[src/rtl/instr_encoder.sv]
`default_nettype none
// +----------------------------------------------------------------------------+
// | instr_encoder: packs RV32I field descriptors (R/load/store/branch) into     |
// | 32-bit words written to consecutive instruction-memory addresses. Rev 1.0  |
// +----------------------------------------------------------------------------+
module instr_encoder #(
  parameter int ADDR_W = 8
) (
  input  logic              clk,
  input  logic              rst,
  input  logic              start,
  input  logic              in_valid,
  output logic              in_ready,
  input  logic [1:0]        in_kind,
  input  logic [4:0]        in_rd,
  input  logic [4:0]        in_rs1,
  input  logic [4:0]        in_rs2,
  input  logic [2:0]        in_funct3,
  input  logic [6:0]        in_funct7,
  input  logic [12:0]       in_imm,
  input  logic              in_last,
  output logic              mem_we,
  output logic [ADDR_W-1:0] mem_addr,
  output logic [31:0]       mem_wdata,
  output logic              busy,
  output logic              done,
  output logic              err,
  output logic [ADDR_W:0]   count
);

  localparam logic [1:0] KIND_R     = 2'd0;
  localparam logic [1:0] KIND_LOAD  = 2'd1;
  localparam logic [1:0] KIND_STORE = 2'd2;
  localparam logic [1:0] KIND_BR    = 2'd3;

  localparam logic [6:0] OP_R     = 7'b0110011;
  localparam logic [6:0] OP_LOAD  = 7'b0000011;
  localparam logic [6:0] OP_STORE = 7'b0100011;
  localparam logic [6:0] OP_BR    = 7'b1100011;

  localparam logic [ADDR_W-1:0] ADDR_MAX = '1;

  typedef enum logic [1:0] {
    IDLE   = 2'd0,
    ACCEPT = 2'd1,
    WRITE  = 2'd2,
    FINISH = 2'd3
  } state_t;

  state_t              state_q;
  logic                last_q;
  logic [ADDR_W-1:0]   addr_q;
  logic [31:0]         wdata_q;
  logic [ADDR_W:0]     count_q;
  logic                err_q;

  logic [31:0]         enc_d;
  logic                bad_d;

  // I/S immediates must sign-fit in 12 bits; B offsets must be even.
  always_comb begin
    enc_d = '0;
    bad_d = 1'b0;
    case (in_kind)
      KIND_R: begin
        enc_d = {in_funct7, in_rs2, in_rs1, in_funct3, in_rd, OP_R};
      end
      KIND_LOAD: begin
        enc_d = {in_imm[11:0], in_rs1, in_funct3, in_rd, OP_LOAD};
        bad_d = in_imm[12] ^ in_imm[11];
      end
      KIND_STORE: begin
        enc_d = {in_imm[11:5], in_rs2, in_rs1, in_funct3, in_imm[4:0], OP_STORE};
        bad_d = in_imm[12] ^ in_imm[11];
      end
      KIND_BR: begin
        enc_d = {in_imm[12], in_imm[10:5], in_rs2, in_rs1, in_funct3,
                 in_imm[4:1], in_imm[11], OP_BR};
        bad_d = in_imm[0];
      end
      default: begin
        enc_d = '0;
        bad_d = 1'b0;
      end
    endcase
  end

  always_ff @(posedge clk or negedge rst) begin
    if (!rst) begin
      state_q <= IDLE;
      last_q  <= 1'b0;
      addr_q  <= '0;
      wdata_q <= '0;
      count_q <= '0;
      err_q   <= 1'b0;
    end else begin
      case (state_q)
        IDLE: begin
          if (start) begin
            state_q <= ACCEPT;
            addr_q  <= '0;
            count_q <= '0;
            err_q   <= 1'b0;
          end
        end
        ACCEPT: begin
          if (in_valid) begin
            if (bad_d) begin
              err_q   <= 1'b1;
              state_q <= FINISH;
            end else begin
              wdata_q <= enc_d;
              last_q  <= in_last;
              state_q <= WRITE;
            end
          end
        end
        WRITE: begin
          count_q <= count_q + 1'b1;
          if (last_q) begin
            state_q <= FINISH;
          end else if (addr_q == ADDR_MAX) begin
            err_q   <= 1'b1;
            state_q <= FINISH;
          end else begin
            addr_q  <= addr_q + 1'b1;
            state_q <= ACCEPT;
          end
        end
        FINISH: begin
          state_q <= IDLE;
        end
        default: begin
          state_q <= IDLE;
        end
      endcase
    end
  end

  assign in_ready  = (state_q == ACCEPT);
  assign mem_we    = (state_q == WRITE);
  assign busy      = (state_q != IDLE);
  assign done      = (state_q == FINISH);
  assign mem_addr  = addr_q;
  assign mem_wdata = wdata_q;
  assign count     = count_q;
  assign err       = err_q;

endmodule
`default_nettype wire

[config.mk]
export PLATFORM = sky130hd
export DESIGN_NAME = instr_encoder
export DESIGN_NICKNAME = d
export VERILOG_FILES = /design/src/rtl/instr_encoder.sv
export SDC_FILE = /design/constraint.sdc
export NUM_CORES = 1
export LEC_CHECK = 0
export CORE_MARGIN = 5
export CORE_UTILIZATION = 45
export DETAILED_ROUTE_END_ITERATION = 8
export PLACE_DENSITY = 0.86
export SLEW_MARGIN = 5
export SYNTH_ARGS = -nofsm -noshare
export SYNTH_HDL_FRONTEND = slang
export SYNTH_SLANG_ARGS = --single-unit
[constraint.sdc]
create_clock -name clk -period 3.5 [get_ports clk]
set_input_delay 0.7 -clock clk [delete_from_list [all_inputs] [get_ports clk]]
set_output_delay 0.7 -clock clk [all_outputs]
set_load 0.005 [all_outputs]
=== Word-level counts from Yosys, hierarchy flattened ===
Cells that the tools add are included.
Widths: inputs -> output; s select.

* Input bits: 45
* Register bits: 53
* Output and inout port bits: 54
* Word-level logic and storage cells: 54

* Add/sub/neg operators: 2
* Eq/ne operators: 13
* Reductions and logical operators: 11
* Bitwise gates (word level): 2
* Multiplexer cells: 20

{| class="wikitable"
|+ Operator list
! operator !! count
|-
| $pmux 32 s4 || 1
|-
| $mux 8 || 3
|-
| $pmux 9 s2 || 1
|-
| $pmux 8 s2 || 1
|-
| $add 9x1->9 const B || 1
|-
| $mux 9 || 1
|-
| $add 8x1->8 const B || 1
|-
| $eq 2x2->1 const B || 4
|-
| $eq 8x8->1 const B || 1
|-
| $mux 2 || 4
|-
| $ne 2x2->1 const B || 4
|-
| $pmux 2 s4 || 1
|-
| $mux 1 || 6
|-
| $reduce_and 6->1 || 1
|-
| $eq 2x1->1 const B || 2
|-
| $logic_not 2->1 || 2
|-
| $ne 2x1->1 const B || 2
|-
| $reduce_and 2->1 || 2
|-
| $reduce_and 4->1 || 1
|-
| $reduce_bool 2->1 || 2
|-
| $pmux 1 s3 || 1
|-
| $reduce_and 3->1 || 1
|-
| $reduce_bool 3->1 || 1
|-
| $pmux 1 s2 || 1
|-
| 3 further kinds || 3
|}

=== Logic depth before layout (Yosys ltp) ===
* Depth in word-level cells: 6
* Mapped depth: 9
* Mapped depth without buffers: 6

=== Worst setup path before layout ===
Ideal clock, no wire load.

* Kind: input-to-reg
* From: input port in_kind[0]
* To: register err_q, in the netlist err
* Data arrival time: 2028 ps
* Path slack: 1347 ps
* Path buffers: 1
* Stages: 7
* Data required time: 3375 ps
* Library setup time: 125 ps
* Cells stage by stage: inv_1 > ha_1 > buf_2 > nand2b_1 > o211a_1 > nor4_1 > mux2_2

* Word-level cells in the longest chain between the ends: 5
* Elaborated cells between the ends (all ways): 7
* Classes of those cells: eq/ne (4); mux (1); reduce/logical (2)

{| class="wikitable"
|+ Ends and longest elaborated chain
! what !! line !! RTL
|-
| from (decl) || 14 || <nowiki>input logic [1:0] in_kind,</nowiki>
|-
| $eq 2x2->1 / $eq 2x1->1 (equally long branches) || 64 || <nowiki>case (in_kind)</nowiki>
|-
| $reduce_or 2->1 (no line) || -- ||
|-
| $pmux 1 s2 (*) || 64 ||
|-
| $ne 2x1->1 (no line) (*) || -- ||
|-
| $reduce_and 6->1 (no line) (*) || -- ||
|-
| to (signal assigned) || 95 || <nowiki>err_q <= 1'b0;</nowiki>
|-
| to (signal assigned) || 103 || <nowiki>err_q <= 1'b0;</nowiki>
|-
| to (signal assigned) || 109 || <nowiki>err_q <= 1'b1;</nowiki>
|-
| to (decl) || 55 || <nowiki>logic err_q;</nowiki>
|}

Mark *: on every way between the ends. The rest lies on a longest branch, timed or not.
A chain may end at the register's enable or synchronous reset.

=== Worst setup path after layout ===
* From: register state_q[0]
* To: output port mem_we

* Word-level cells in the longest chain between the ends: 1

{| class="wikitable"
|+ Ends and longest elaborated chain
! what !! line !! RTL
|-
| from (decl) || 50 || <nowiki>state_t state_q;</nowiki>
|-
| from (signal assigned) || 90 || <nowiki>state_q <= IDLE;</nowiki>
|-
| from (signal assigned) || 100 || <nowiki>state_q <= ACCEPT;</nowiki>
|-
| from (signal assigned) || 110 || <nowiki>state_q <= FINISH;</nowiki>
|-
| $eq 2x2->1 || 141 || <nowiki>assign mem_we = (state_q == WRITE);</nowiki>
|-
| to (decl) || 22 || <nowiki>output logic mem_we,</nowiki>
|}

No other way between the ends.

==> metrics.md <==
| Metric | Value |
|---|---|
| Outcome | complete, no violations |
| Share of cells above drive strength 1 | 0.0852 |
| Initial antenna violation count | 0 |
| Max-slew violations | 0 |
| H-tree depth | 2 |
| Post-DP HPWL | 5.10 mm |
| Syn Inst Count | 258 |
| Leading cell type by number of instances after synthesis | dfrtp_1 |
| Post-route ant nets | 0 |
| Gates resized, CTS repair | 0 |
| Unrepaired setup endpoints after global routing | no |
| Layout Skew | 0.0167 ns |
| # setup viols final | 0 |
| Final TNS setup | 0 ns |
| Pwr/cell area | 673 mW/mm2 |
| Mapped Avg Cell Area | 10.1 um2 |
| Worst EP arrival | 2.09 ns |
| Area leader, netlist | dfrtp_1 |
| Final Util | 0.671 |
| Top FF cell, synth | dfrtp_1 |
| Vias post-DR | 2,344 |
| Area contributors post-synth | dfrtp_1 (48%), ha_1 (5.8%), nand2_1 (5.2%) |
| Pleak | 1.61 nW |
| # DRC | 0 |
| Core region area | 0.00557 mm2 |
| Fin. Hold Viols | 0 |
| Clk root buf | clkbuf_8 |
| Grt total ovfl | 0 |
| CP startpoint kind | flip-flop |
| Die width | 86.0 um |
| Slew headroom | 0.264 |
| Starting Density | 0.466 |
| Die area | 0.00740 mm2 |
| Setup CP Type | reg -> out |
| Post-CTS setup buffer count | 0 |
| Post-synth top cells | dfrtp_1 (50), nand2_1 (36), o21ai_0 (23) |
| Post-synth ARST share | 1.00 |
| Cts hold-fix bufs | 0 |
| Mapped Area | 0.00260 mm2 |
| Worst-skew pair later-pin latency | 0.30 ns |
| Yosys reg bits | 50 |
| Core Rows | 27 |
| Ys Warns | 0 |
| GR Util All Layers | 0.186 |
| Max Cap Violations | 0 |
| # clock sinks | 50 |
| Top-area cell type share of the netlist area | 0.481 |
| Netlist cell types | 50 |
| Gpl congestion | 0.845 |
| First-pass GRT wire length | 11.1 mm |
| Vias in the first global route | 2,256 |
| I/O Buffers | 96 |
| Antenna diode count | 0 |
| Area Overhead vs Synth | 43.9% |
| DRT Wirelength | 6.87 mm |
| Actual slew at the worst max-slew pin | 1.10 ns |
| Sequential share of the synthesized area | 0.481 |
| VDD IR-drop max | 0.000396 V |
| Final Cycle Share | 0.796 |
| Nets | 409 |
| Die Y | 86.0 um |
| Iter 0 DRT Violations | 148 |
| Worst EP required | 2.80 ns |
| CTS clock-pin slew for the worst setup and hold paths | 0.08 ns |
| Fmax | 359 MHz |
| Post-synth EDFFs | 0 |
| CTS Buffer Depth | 2 |
| Routed WL per cell | 16.2 um |
| DR pass1 iterations | 4 |
| Vias per cell | 5.53 |
| CTS tree | built |
| CP Max Fanout | 17 |
| Hold Path Class | reg -> reg |
| Total CTS buffers | 5 |
| Final min period | 2.79 ns |
| Setup crit end kind | primary output |
| Largest net degree at the start of global routing | 51 |
| # IOs | 99 |
| Total power | 2.52 mW |
==> final cells by class <==
class                      instances  area (um2)
tap                               72        90.1
clock inverter                     1        30.0
clock buffer                       6        82.6
timing repair buffer              99         991
sequential                        50        1250
fill                             449        1840
multi-input combinational        187        1260
inverter                           9        33.8
==> layout by cell type (no fill, tap or decap), types with 4 or more instances in the layout <==
cell             instances
inv_1                    9
ha_1                    12
dfrtp_1                 50
nand2_1                 36
nor2_1                  17
clkbuf_8                 6
a22oi_1                 11
a221o_1                  4
a21oi_1                  6
clkdlybuf4s50_1         95
mux2_2                  11
o21ai_0                 23
nand3_1                  9
==> logic make-up (layout without fill, tap and decap cells) <==
group	Yosys count	count (layout)	synth area share
AOI/OAI and AO/OA	67	67	0.177
adders and majority gates	12	12	0.0578
other	1	2	0.00144
and+or+nand+nor	87	87	0.163
buffers and inverters	22	115	0.0395
DFF	50	50	0.481
xor gates and xnor gates	4	4	0.0135
muxes	15	15	0.0664
==> worst paths after layout <==
kind | start | endpoint | slack, ns | cells after the start
max | state_q[0] | mem_we | 0.71 | 3
min | mem_wdata[27] | mem_wdata[27] | 0.49 | 2
max reg2reg | state_q[0] | mem_addr[7] | 1.15 | 6
min reg2reg | mem_wdata[27] | mem_wdata[27] | 0.49 | 2
max in group asynchronous | rst | mem_wdata[29] | 2.22 | 1
min in group asynchronous | rst | mem_addr[4] | 0.60 | 1
==> flip-flops by register name (all words and copies together), names as in the netlist <==
register,cells
mem_wdata,29
count,9
mem_addr,8
state_q,2
err,1
last_q,1
==> metal layers <==
layer | vias to the layer above | wire, um | GRT usage
li1 | 1126 | - | -
met1 | 1122 | 2880 | 0.239
met2 | 84 | 3460 | 0.311
met3 | 12 | 383 | 0.0365
met4 | 0 | 146 | 0.0662
met5 | - | 0 | 0
==> critical path, cell delays in order (launching register included) <==
cell and delay (ns):
dfrtp_1 0.43, inv_1 0.14, ha_1 0.60, clkdlybuf4s50_1 0.63
==> power breakdown <==
group	leakage, nW	total, mW	switching (mW)	internal, mW
Sequential	0.643	0.944	0.159	0.785
Combinational	0.912	1.16	0.491	0.666
Clock	0.0573	0.414	0.185	0.229
==> through the flow <==
stage	hold slack, ns	worst slack, ns	instance area (um2)	std cells
final	0.489	0.714	3740	424
after global routing	0.508	0.633	3740	424
after CTS	0.493	0.716	3740	424
after detailed placement	0.473	0.647	3630	417
after global placement	0.464	0.736	3630	417
after floorplan	0.404	1.35	2600	259
(Power assumes the default switching activity.)
